--- config.mk ---
export PLATFORM = sky130hd
export DESIGN_NAME = lutram_mp
export DESIGN_NICKNAME = d
export VERILOG_FILES = /design/src/rtl/lutram_pkg.sv /design/src/rtl/lutram_clear_fsm.sv /design/src/rtl/lutram_mp.sv
export SDC_FILE = /design/constraint.sdc
export NUM_CORES = 1
export LEC_CHECK = 0
export ABC_AREA = 0
export BUFFER_PORTS_ARGS = -buffer_cell sky130_fd_sc_hd__buf_4
export CAP_MARGIN = 5
export CELL_PAD_IN_SITES_DETAIL_PLACEMENT = 0
export CELL_PAD_IN_SITES_GLOBAL_PLACEMENT = 1
export CORE_ASPECT_RATIO = 0.75
export CORE_MARGIN = 10
export CORE_UTILIZATION = 55
export DETAILED_ROUTE_END_ITERATION = 12
export PLACE_DENSITY = 0.85
export SYNTH_ARGS = -nofsm -noshare
export SYNTH_HDL_FRONTEND = slang
export SYNTH_SLANG_ARGS = --single-unit
--- constraint.sdc ---
create_clock -name clk_i -period 6.4 [get_ports clk_i]
set_clock_uncertainty 0.05 [all_clocks]
set_input_delay 0.64 -clock clk_i [delete_from_list [all_inputs] [get_ports clk_i]]
set_output_delay 0.64 -clock clk_i [all_outputs]
set_load 0.02 [all_outputs]
--- src/rtl/lutram_pkg.sv ---
// Shared types and helpers for the multi-read-port LUTRAM.
//   clr_state_e : clear sequencer states
//   merge_bytes : byte-enable merge of a new word over an old word
//   width_ok    : elaboration-time check that the word is a whole number of bytes
package lutram_pkg;

  typedef enum logic {
    IDLE  = 1'b0,
    CLEAR = 1'b1
  } clr_state_e;

  // Widest word merge_bytes can handle; callers zero-extend into it and
  // truncate the result back to their own width.
  localparam int unsigned MERGE_MAX_W = 256;

  // Bit i of the result comes from new_w when the enable of the byte that
  // holds it (i / byte_w) is set, otherwise from old_w.
  function automatic logic [MERGE_MAX_W-1:0] merge_bytes(
    input logic [MERGE_MAX_W-1:0] old_w,
    input logic [MERGE_MAX_W-1:0] new_w,
    input logic [MERGE_MAX_W-1:0] be,
    input int unsigned            byte_w
  );
    logic [MERGE_MAX_W-1:0] res;
    res = old_w;
    for (int unsigned i = 0; i < MERGE_MAX_W; i++) begin
      if (be[i / byte_w]) res[i] = new_w[i];
    end
    return res;
  endfunction

  function automatic bit width_ok(input int unsigned w, input int unsigned bw);
    return (bw != 0) && (w <= MERGE_MAX_W) && ((w % bw) == 0);
  endfunction

endpackage

--- src/rtl/lutram_clear_fsm.sv ---
// Clear sequencer: sweeps every address with INIT_VALUE after reset and on
// a clear_i pulse while idle.
//   clk_i, rst_ni : clock, async active-low reset (reset starts a sweep)
//   clear_i       : single-cycle request, ignored while a sweep is running
//   busy_o        : sweep in progress
//   clr_we_o      : write strobe for the sweep
//   clr_addr_o    : address being cleared this cycle
//   clr_data_o    : value written by the sweep
module lutram_clear_fsm
  import lutram_pkg::*;
#(
  parameter int                ADDR_BITS  = 3,
  parameter int                WIDTH      = 16,
  parameter logic [WIDTH-1:0]  INIT_VALUE = '0
) (
  input  logic                 clk_i,
  input  logic                 rst_ni,
  input  logic                 clear_i,
  output logic                 busy_o,
  output logic                 clr_we_o,
  output logic [ADDR_BITS-1:0] clr_addr_o,
  output logic [WIDTH-1:0]     clr_data_o
);

  // Depth is a full power of two, so the last address is all ones.
  localparam logic [ADDR_BITS-1:0] LAST_ADDR = '1;

  clr_state_e           state_q, state_d;
  logic [ADDR_BITS-1:0] cnt_q, cnt_d;

  always_ff @(posedge clk_i or negedge rst_ni) begin
    if (!rst_ni) begin
      state_q <= CLEAR;
      cnt_q   <= '0;
    end else begin
      state_q <= state_d;
      cnt_q   <= cnt_d;
    end
  end

  always_comb begin
    state_d = state_q;
    cnt_d   = cnt_q;
    case (state_q)
      IDLE: begin
        if (clear_i) begin
          cnt_d   = '0;
          state_d = CLEAR;
        end
      end
      CLEAR: begin
        // The write to mem[cnt_q] happens on this same edge.
        if (cnt_q == LAST_ADDR) state_d = IDLE;
        else                    cnt_d   = cnt_q + 1'b1;
      end
      default: state_d = IDLE;
    endcase
  end

  assign busy_o     = (state_q == CLEAR);
  assign clr_we_o   = (state_q == CLEAR);
  assign clr_addr_o = cnt_q;
  assign clr_data_o = INIT_VALUE;

endmodule

--- src/rtl/lutram_mp.sv ---
// Multi-read-port distributed RAM with one byte-enabled write port.
//   clk_i, rst_ni : clock, async active-low reset (starts a clear sweep)
//   we_i, wbe_i   : write request and byte enables
//   waddr_i/wdata_i : write address and data
//   raddr_i[p]    : read address of port p
//   rdata_o[p]    : read data of port p (combinational or registered)
//   clear_i       : request a full re-initialise to INIT_VALUE
//   busy_o        : clear sweep running; user writes are dropped
module lutram_mp
  import lutram_pkg::*;
#(
  parameter int                    RAM_WIDTH     = 16,
  parameter int                    RAM_ADDR_BITS = 3,
  parameter int                    NUM_RD_PORTS  = 2,
  parameter int                    BYTE_W        = 8,
  parameter int                    READ_REG      = 0,
  parameter int                    WRITE_FIRST   = 1,
  parameter logic [RAM_WIDTH-1:0]  INIT_VALUE    = '0,
  localparam int                   NUM_BE        = RAM_WIDTH / BYTE_W
) (
  input  logic                     clk_i,
  input  logic                     rst_ni,
  input  logic                     we_i,
  input  logic [NUM_BE-1:0]        wbe_i,
  input  logic [RAM_ADDR_BITS-1:0] waddr_i,
  input  logic [RAM_WIDTH-1:0]     wdata_i,
  input  logic [RAM_ADDR_BITS-1:0] raddr_i [NUM_RD_PORTS],
  output logic [RAM_WIDTH-1:0]     rdata_o [NUM_RD_PORTS],
  input  logic                     clear_i,
  output logic                     busy_o
);

  localparam int RAM_DEPTH = 2 ** RAM_ADDR_BITS;

  if (!width_ok(RAM_WIDTH, BYTE_W)) begin : g_bad_width
    $error("lutram_mp: RAM_WIDTH must be a multiple of BYTE_W");
  end
  if (NUM_RD_PORTS < 1 || NUM_RD_PORTS > 8) begin : g_bad_ports
    $error("lutram_mp: NUM_RD_PORTS must be 1..8");
  end

  logic                     busy;
  logic                     clr_we;
  logic [RAM_ADDR_BITS-1:0] clr_addr;
  logic [RAM_WIDTH-1:0]     clr_data;

  lutram_clear_fsm #(
    .ADDR_BITS  (RAM_ADDR_BITS),
    .WIDTH      (RAM_WIDTH),
    .INIT_VALUE (INIT_VALUE)
  ) u_clr (
    .clk_i      (clk_i),
    .rst_ni     (rst_ni),
    .clear_i    (clear_i),
    .busy_o     (busy),
    .clr_we_o   (clr_we),
    .clr_addr_o (clr_addr),
    .clr_data_o (clr_data)
  );

  assign busy_o = busy;

  // Storage has no reset; the sweep defines its contents.
  logic [RAM_WIDTH-1:0] mem [RAM_DEPTH];

  // A write with no byte enables would rewrite the old word; skip it.
  logic                 wr_acc;
  logic [RAM_WIDTH-1:0] wr_word;

  assign wr_acc  = we_i && !busy && (|wbe_i);
  assign wr_word = RAM_WIDTH'(merge_bytes(MERGE_MAX_W'(mem[waddr_i]),
                                          MERGE_MAX_W'(wdata_i),
                                          MERGE_MAX_W'(wbe_i),
                                          BYTE_W));

  always_ff @(posedge clk_i) begin
    if (clr_we)      mem[clr_addr] <= clr_data;
    else if (wr_acc) mem[waddr_i]  <= wr_word;
  end

  for (genvar p = 0; p < NUM_RD_PORTS; p++) begin : g_rd
    logic                 hit;
    logic [RAM_WIDTH-1:0] word;

    // Bypass only in write-first mode; read-first sees the array as it is.
    assign hit = (WRITE_FIRST != 0) && wr_acc && (waddr_i == raddr_i[p]);

    always_comb begin
      word = mem[raddr_i[p]];
      if (busy)     word = INIT_VALUE;
      else if (hit) word = wr_word;
    end

    if (READ_REG != 0) begin : g_reg
      logic [RAM_WIDTH-1:0] rd_q;
      always_ff @(posedge clk_i or negedge rst_ni) begin
        if (!rst_ni) rd_q <= INIT_VALUE;
        else         rd_q <= word;
      end
      assign rdata_o[p] = rd_q;
    end else begin : g_comb
      assign rdata_o[p] = word;
    end
  end

endmodule

# After elaboration in Yosys (flattened, before gate mapping)
# Memories as Yosys holds them, arrays and structs flattened.
# Index checks and enable logic that the tools add are counted.
dict set report totals {
  ram_bits 128
  mem_bits_ro 0
  latch_bits 0
  mem_count 1
  ff_bits 4
  inputBits 31
}
dict set report classes {
  muxes 34
  div_mod_pow 0
  reduce_logical 8
  eq_ne 5
  add_sub_neg 1
  n_shift 0
  n_mul 0
  magnitude_cmp 0
  bitwise_logic 1
}
# memory words word_bits read_ports rd_clocked_by_memory_dff wr line_no
set memory_table {}
lappend memory_table {mem 8 16 3 0 1 lutram_mp.sv:64} ;# logic [RAM_WIDTH-1:0] mem [RAM_DEPTH];
# op n
set ops {}
lappend ops {{two-way mux 16 bit} 5}
lappend ops {{two-way mux 1 bit} 24}
lappend ops {{OR reduction 16 bit} 1}
lappend ops {{two-way mux 3 bit} 3}
lappend ops {{equality test 3 bit} 2}
lappend ops {{case mux 3 bit (2 select lines)} 1}
lappend ops {{logical AND 1 bit} 4}
lappend ops {{!= test 2 bit (second input constant)} 2}
lappend ops {{adder 3 x 1 -> 3 bit (second input constant)} 1}
lappend ops {{equality test 3 bit (second input constant)} 1}
lappend ops {{case mux 1 bit (2 select lines)} 1}
lappend ops {{AND reduction 2 bit} 1}
lappend ops {{OR reduction 2 bit} 1}
lappend ops {{zero test 1 bit} 1}
lappend ops {{inverter 1 bit} 1}

# Longest topological paths before layout
# Gate-level depths: netlist of run 1.
dict set report depth {
  word_depth 8
  depth_mapped 7
}

# Hierarchy
# A second synthesis of run 1 with hierarchy kept.
dict set report unflattened {
  hier_cells 575
  area_unflattened_um2 8305.5
}
# mod n_inst area_per_inst_um2 seq_area_each_um2 cells_per_inst
set modules_own_cells {}
lappend modules_own_cells {lutram_mp 1 7968.9 3843.7 542}
lappend modules_own_cells {lutram_clear_fsm 1 336.6 101.3 33}

# Worst setup path before layout of run 1
# No wires, ideal clock.
dict set report synth_timing {
  kind {input to output}
  from {input port waddr_i[2]}
  to {output port rdata_o[19] (netlist bit)}
  path_slack_ns 3.496
  cell_stages 7
  required_ns 5.710
  arrival_ns 2.214
  path_cell_list {buf_6 -> and2_4 -> buf_6 -> buf_2 -> a22o_1 -> o31a_1 -> a211oi_1}
}
# element line_no
set synth_lines {}
lappend synth_lines {{start, declared} lutram_mp.sv:25} ;# input logic [RAM_ADDR_BITS-1:0] waddr_i,
lappend synth_lines {{end, declared} lutram_mp.sv:28} ;# output logic [RAM_WIDTH-1:0] rdata_o [NUM_RD_PORTS],

==> results of run 1 <==
==> layer usage <==
metal  GRT usage (%)  vias up  routed length, um
met4            7.00        0                521
met5               0        -                  0
met3            4.85       41               2100
li1                -     2323                  -
met2            36.5      331              11100
met1            29.2     2794               8930
==> worst max path at each step <==
stage	slack [ns]	cells after the start	startpoint	end
after global routing	2.05	7	waddr_i[0]	rdata_o[27]
after CTS	2.14	7	waddr_i[0]	rdata_o[27]
after global placement	2.28	7	waddr_i[0]	rdata_o[22]
after detailed placement	2.14	7	waddr_i[0]	rdata_o[27]
final	2.15	7	waddr_i[0]	rdata_o[27]
after floorplan	3.50	7	waddr_i[2]	rdata_o[19]
==> repair_timing <==
item	CTS	global route
endpoints found under the setup margin	0	0
hold buffers	1	0
endpoints found under the hold margin	3	0
setup buffers	0	0
==> registers in the layout, indices dropped and copies added, names as in the netlist <==
register          flops
mem                 128
u_clr.clr_addr_o      3
u_clr.busy_o          1
==> final cells by class <==
cell class	instances	share of cell area (%)
clock inverter	14	1.56
tap	200	2.74
sequential	132	43.2
multi-input combinational	354	41.4
timing repair buffer	76	6.28
clock buffer	18	4.70
inverter	2	0.0823
==> power by group <==
group / leakage [uW] / internal, uW / switching (uW)
Combinational: 0.00179 / 499 / 636
Sequential: 0.00126 / 1270 / 205
Clock: 0.000271 / 545 / 385
Total: 0.00332 / 2310 / 1230
==> cells by family (layout without fill, tap and decap cells) <==
logic type      Yosys count  after routing  share of synthesized area (%)
fa+ha+maj                 2              2                          0.309
compound gates          118            118                           10.6
buf+inv                  57            110                           4.80
simple gates             61             61                           3.89
flops                   132            132                           48.7
mux                     166            166                           30.9
xor+xnor                  7              7                          0.757
==> cell usage in the layout (no fill, tap or decap), drive strengths merged, types with 9 or more instances in the layout <==
cell type	netlist	layout
edfxtp	128	128
buf	36	75
mux2i	68	68
mux4	64	64
mux2	34	34
a22o	32	32
a21oi	32	32
a211oi	32	32
nor2	28	28
nand2	19	19
clkbuf	19	18
o31a	16	16
inv	2	9
==> critical path, cell delays in order <==
cell and delay (ns):
buf_4 0.86, xor2_1 0.22, nor4_4 0.27, buf_4 0.30, and2_1 0.79, a211oi_1 0.22
buf_4 0.23
==> through the flow <==
step / util (%) / instances / power, uW / hold WS (ns) / instance area (um^2)
after floorplan: - / 543 / 2180 / 0.294 / 8100
after detailed placement: 59.1 / 763 / 2610 / 0.388 / 8540
final: 63.1 / 796 / 3540 / 0.372 / 9120
after CTS: 63.1 / 796 / 3540 / 0.361 / 9120
after global routing: 63.1 / 796 / 3700 / 0.367 / 9120
after global placement: 59.1 / 763 / 2550 / 0.386 / 8540
==> impl_metrics.ini, run 1 <==
[yosys]
synth_flop_cell = edfxtp_1
async_reset_ff_share_pct = 3.03
synth_top_cell_area_share_pct = 47.4
syn_area_um2 = 8100
yosys_warnings = 0
synthTopCellsByArea = edfxtp_1 47%, mux4_2 18%, mux2i_1 8.4%, mux2_2 4.7%, a22o_1 3.5%
syn-num-nets = 576
netlist-cell-type-count = 39
avgSynthCellArea_um2 = 14.9
synth_largest_area_cell = edfxtp_1
synthMostInstantiatedCell = edfxtp_1
ys_seq_area_share_pct = 48.7
syn_inst = 543
synth_enable_flop_cells = 128
ys_seq_elements = 132
ys_top_cells_by_count = 128 x edfxtp_1, 68 x mux2i_1, 64 x mux4_2, 34 x mux2_2

[detailed_routing]
dr.pass1.iters = 5
vias = 5489
ant_nets = 0
route.detailed.drc = 0
wl_per_cell_um = 28.5
routed_wl_um = 22700
initialDrtViolationCount = 585
vias_per_cell = 6.90

[placed_design]
pre_cts_ws_ns = 2.14
port_buffers = 63
dp_hpwl_um = 13300
gp_congestion = 0.794

[global_routing]
antenna_found_initial = 0
first_global_vias = 5486
grt_use_total_pct = 22.3
grt_max_degree = 69
grt_pass1_wl_um = 34100
grt.overflow.total = 0

[hold_path]
hold_class = in -> reg
min-delay-start = clear_i
min_to = u_clr.clr_addr_o[0]
hold_depth = 2

[run]
maxCapViolations = 0

[layout]
final_nets = 616
diodes = 0
register_area_um2 = 3950
area_growth_pct = 12.6
n_fill_cell = 1100
drive_gt1_share_pct = 36.1
multiInputGateArea_um2 = 3770

[clock_tree]
clk_path_buf_depth = 2
cts_made_buffers = 17
clock-root-buffer = clkbuf_16
cts_tree = done
post_cts_resized = 0
clk_pin_slew_worst_paths_ns = 0.06
cts.sinks = 132
htreeDepth = 4
clock_latency_ns = 0.41

[timing]
relSlewSlack_pct = 9.71
layout_setup_ws_ns = 2.15
fmax_mhz = 235
finalCritPeriodShare_pct = 66.5
hold_viol = 0
slew_viol_final = 0
tightestPinTransition_ns = 1.35
rsz0062_at_grt = no
period_needed_ns = 4.25
setup_tns_ns = 0
setup_viol = 0

[setup_path]
crit_fanout = 68
worstSetupEndpointType = output pin
start_kind = input port
required_ns = 5.71
arrival_ns = 3.56
timing_worst_setup_path_type = in -> out
r2r-start = u_clr.busy_o
r2r-end = mem[6][8]
r2r_setup_slack_ns = 2.54
rr_worst_depth = 4

[power_and_ir_drop]
irDropWorstVdd_mv = 0.231
cellPowerDensity_nw_per_um2 = 388
p_leak_uw = 0.00332

[floorplan]
die-area_um2 = 20000
die_w_um = 160
core_region_area_um2 = 14500
io_pins = 64
initial_core_util_pct = 56.1
die_h_um = 125
rows = 38

[outcome]
run_status = completed
No activity file was read; power rests on OpenSTA's default activity.
==> run 2: changes to the inputs <==
Settings changed: CORE_UTILIZATION 55 to 46, PLACE_DENSITY 0.85 to 0.76.
Clock period 6.4 ns to 3.85 ns, I/O delays scaled along.
==> run 2 against run 1 <==
Net effect:
- hold slack lost 0.26 ns
- first-iteration DRC count grew 3.4%
- highest routed layer unchanged
- die area grew 17%
- cell count grew 5.9%
- worst setup slack lost 1.3 ns
- core utilization shrank 8.8 points
- largest power group unchanged
- global-route usage shrank 2.1 points
- count of clock-buffer cells in the layout grew 1
- sequential cell count is the same
- non-clock buffer count grew 11
==> impl_metrics.ini, run 2 (same netlist as run 1, synthesis figures left out) <==
[clock_tree]
clk_pin_slew_worst_paths_ns = 0.06
cts_made_buffers = 17
post_cts_resized = 0
clock-root-buffer = clkbuf_16
cts_tree = done
clk_path_buf_depth = 2
htreeDepth = 4
hold_buffers = 1
clock_latency_ns = 0.42
cts.sinks = 132
cts_setup_buffers = 0

[timing]
slew_viol_final = 0
relSlewSlack_pct = 52.4
setup_tns_ns = 0
layout_setup_ws_ns = 0.866
rsz0062_at_grt = no
setup_viol = 0
finalCritPeriodShare_pct = 77.5
period_needed_ns = 2.98
tightestPinTransition_ns = 0.714
hold_viol = 0
fmax_mhz = 335

[layout]
drive_gt1_share_pct = 36.7
fin_cells = 843
diodes = 0
finish.utilization_pct = 54.3
largest_reg_flops = 128
multiInputGateArea_um2 = 3780
area_growth_pct = 14.2
n_fill_cell = 1400
top_register = mem
final_nets = 627
register_area_um2 = 3950
layout_commonest_cell = edfxtp_1
stdcell_area_um2 = 9260
layout_common_cells = 128 x edfxtp_1, 86 x buf_4, 68 x mux2i_1

[setup_path]
critPathMaxStageDelay_ns = 0.50
arrival_ns = 2.55
critPathBufInv = 3
critPathTopFamily = buffers and inverters
slowest_stage = buf_4
required_ns = 3.41
crit_fanout = 26
timing_worst_setup_path_type = in -> out
start_kind = input port
cp_cell_sequence = buf_4 -> buf_4 -> mux2i_1 -> a22o_1 -> o31a_1 -> a211oi_1 -> buf_4
worstSetupEndpointType = output pin
critPathMostFrequentCell = buf_4

[run]
maxCapViolations = 0

[global_routing]
grt_use_total_pct = 20.2
antenna_found_initial = 0
grt.overflow.total = 0
grt_max_degree = 43
grt_pass1_wl_um = 35300
first_global_vias = 5755

[floorplan]
rows = 41
core_region_area_um2 = 17000
io_pins = 64
initial_core_util_pct = 47.6
die_h_um = 135
die-area_um2 = 23400
die_w_um = 173

[detailed_routing]
vias = 5474
dr.pass1.iters = 5
route.detailed.drc = 0
wl_per_cell_um = 27.9
initialDrtViolationCount = 605
ant_nets = 0
vias_per_cell = 6.49
routed_wl_um = 23500

[power_and_ir_drop]
clkPwrFrac_pct = 26.5
p_int_uw = 3900
seq_power_share_pct = 39.9
cellPowerDensity_nw_per_um2 = 640
power_switching_uw = 2020
combPwrFrac_pct = 33.6
irDropWorstVdd_mv = 0.348
p_leak_uw = 0.00339
swShare_pct = 34.1

[placed_design]
dp_hpwl_um = 14200
place_area_um2 = 8680
pre_cts_ws_ns = 0.897
gp_congestion = 0.874
dp.cells = 810
port_buffers = 63

[hold_path]
hold_class = in -> reg

[outcome]
run_status = completed
==> run 2: cell types whose count changed in the layout (fill, tap and decap cells not counted), sizes merged <==
cell,change
clkinv,+5
buf,+11
clkbuf,+1
inv,-7
bufinv,+1
==> run 2: path summary, 6_finish.rpt <==
check	start	end	slack, ns	cells past startpoint
worst max-delay path	waddr_i[0]	rdata_o[31]	0.87	7
worst min-delay path	clear_i	u_clr.clr_addr_o[0]	0.11	2
worst max register to register	u_clr.busy_o	mem[0][5]	1.44	5
worst min register to register	u_clr.clr_addr_o[0]	u_clr.clr_addr_o[0]	0.59	2
max in group asynchronous	rst_ni	u_clr.busy_o	3.31	2
min in group asynchronous	rst_ni	u_clr.clr_addr_o[2]	0.25	2
==> run 2: metrics by stage <==
step | hold slack [ns] | total power [uW]
after floorplan | 0.0394 | 3630
after global placement | 0.133 | 4310
after detailed placement | 0.137 | 4370
after CTS | 0.104 | 5930
after global routing | 0.107 | 6190
final | 0.113 | 5920
==> run 2: layer usage <==
metal | global-route usage [%] | routed length, um | vias to the layer above
met1 | 25.5 | 9510 | 2833
met5 | 0 | 0 | -
met4 | 6.83 | 490 | 0
li1 | - | - | 2335
met2 | 33.4 | 11400 | 265
met3 | 5.13 | 2170 | 41
==> run 2: power groups by stage <==
| stage | Combinational (uW) | Clock, uW | Sequential [uW] |
|---|---|---|---|
| finish | 1990 | 1570 | 2360 |
| global route | 2130 | 1660 | 2410 |
| CTS | 2000 | 1580 | 2360 |
| detailed placement | 1980 | 0 | 2380 |
| global placement | 1950 | 0 | 2360 |
| floorplan | 1320 | 0 | 2310 |
==> run 2: layout make-up <==
class	count	share of cell area, %
Multi-Input combinational cell	354	40.9
Clock inverter	13	1.47
Timing Repair Buffer	87	7.08
Clock buffer	19	4.68
Sequential cell	132	42.6
Tap cell	236	3.19
Inverter	2	0.0811
==> run 2: worst reg2reg max path: cells and delay by family (launching register included) <==
| kind | cells | cell delay (ns) |
|---|---|---|
| and+or+nand+nor | 3 | 0.88 |
| buffers and inverters | 1 | 0.26 |
| DFF | 1 | 0.53 |
| AOI/OAI and AO/OA | 1 | 0.40 |
==> run 3: changes to the inputs <==
Settings changed: CORE_UTILIZATION 46 to 51, PLACE_DENSITY 0.76 to 0.79.
Clock period 3.85 ns to 2.8 ns, I/O delays scaled along.
==> run 3 against run 2 <==
Net effect:
- non-clock buffer count rose by 20
- sequential power grew 39%
- core utilization grew 7.4 points
- sequential cell count unchanged
- total power up 45%
- worst setup slack worse by 0.79 ns
- first-iteration DRC count rose by 16%
- cell count shrank 1.3%
- highest routed layer unchanged
- count of clock-buffer cells in the layout fell by 1
==> impl_metrics.ini, run 3 (same netlist as run 1, synthesis figures left out) <==
[outcome]
run_status = completed

[setup_path]
start_kind = flip-flop
arrival_ns = 2.39
timing_worst_setup_path_type = reg -> out
worstSetupEndpointType = output pin
cp_cell_sequence = nand2b_4 -> nor4_4 -> buf_4 -> and2_1 -> buf_4 -> a211oi_1 -> buf_4
crit_fanout = 16
r2r-start = u_clr.busy_o
critPathBufInv = 3
critPathTopFamily = buffers and inverters
required_ns = 2.47
crit_start = u_clr.busy_o
slowest_stage = dfstp_2
critPathMaxStageDelay_ns = 0.57
critPathMostFrequentCell = buf_4

[detailed_routing]
routed-wl-met2_um = 11700
vias_per_cell = 6.80
vias = 5660
route.detailed.drc = 0
dr.pass1.iters = 5
wl_per_cell_um = 28.8
initialDrtViolationCount = 702
maxUsedRoutingLayer = met4
routed_wl_um = 23900
wl_met1_um = 9250
ant_nets = 0
wl_met3_um = 2230

[power_and_ir_drop]
p_leak_uw = 0.00354
power.total_uw = 8610
cellPowerDensity_nw_per_um2 = 905
irDropWorstVdd_mv = 0.475

[global_routing]
grt_pass1_wl_um = 35600
grt_use_total_pct = 22.4
grt_max_degree = 41
first_global_vias = 5762
grt.overflow.total = 0
antenna_found_initial = 0

[hold_path]
min-delay-start = clear_i
hold_class = in -> reg

[layout]
top_register = mem
layout_common_cells = 128 x edfxtp_1, 100 x buf_4, 68 x mux2i_1
final_nets = 647
layout_commonest_cell = edfxtp_1
multiInputGateArea_um2 = 3780
stdcell_area_um2 = 9520
n_fill_cell = 1158
diodes = 0
register_area_um2 = 3950
finish.utilization_pct = 61.8
area_growth_pct = 17.5
drive_gt1_share_pct = 39.1
largest_reg_flops = 128

[placed_design]
dp_hpwl_um = 15600
gp_congestion = 0.860
pre_cts_ws_ns = 0.354
port_buffers = 63
place_area_um2 = 8850

[clock_tree]
htreeDepth = 4
clk_pin_slew_worst_paths_ns = 0.06
cts_tree = done
cts_made_buffers = 17
cts_setup_buffers = 0
clk_path_buf_depth = 2
cts.sinks = 132
clock-root-buffer = clkbuf_16
clock_latency_ns = 0.42

[floorplan]
die_w_um = 166
io_pins = 64
die_h_um = 129
rows = 39
core_region_area_um2 = 15400
initial_core_util_pct = 52.5
die-area_um2 = 21400

[timing]
period_needed_ns = 2.72
slew_viol_final = 0
finalCritPeriodShare_pct = 97.1
tightestPinTransition_ns = 0.809
hold_viol = 0
setup_tns_ns = 0
layout_setup_ws_ns = 0.0807
rsz0062_at_grt = no
setup_viol = 0
fmax_mhz = 368
relSlewSlack_pct = 45.9

[run]
maxCapViolations = 0
run 3: timing repair:
item,CTS,global route
setup endpoints to repair,0,2
hold buffers,1,0
resized for setup,0,2
hold endpoints to repair,4,0
run 3: worst register-to-register path, cell delays in order (launching register included):
cell       delay [ns]
dfstp_2          0.39
nand2b_4         0.18
or2_2            0.35
a2bb2oi_1        0.19
nor2_1           0.64
buf_12           0.25
run 3: worst paths after layout:
check	cells past startpoint	slack (ns)	endpoint
setup / recovery	7	0.08	rdata_o[30]
hold / removal	2	0.01	u_clr.clr_addr_o[0]
setup reg to reg	5	0.45	mem[6][7]
hold reg to reg	2	0.58	u_clr.clr_addr_o[0]
max in group asynchronous	2	2.35	u_clr.busy_o
min in group asynchronous	2	0.16	u_clr.clr_addr_o[0]
run 3: power by group:
part           switching [uW]  internal, uW
clock network             881          1590
logic                    1590          1260
registers                 396          2890
run 3: cell type report:
cell class | count | area share, %
clock inverter | 14 | 2.38
timing repair buffer | 107 | 9.25
multi-input combinational | 354 | 39.7
tap | 205 | 2.69
clock buffer | 18 | 4.51
sequential | 132 | 41.4
inverter | 2 | 0.0788
run 3: layer usage:
metal,vias to the layer above,global-route usage [%]
met5,-,0
met1,2868,28.7
met2,341,37.2
met3,72,4.49
li1,2379,-
met4,0,8.09
run 3: stage by stage:
step                cells  hold slack, ns
floorplan             543         -0.0656
global placement      799          0.0269
detailed placement    799          0.0295
CTS                   832        0.000954
global route          832          0.0130
finish                832          0.0111
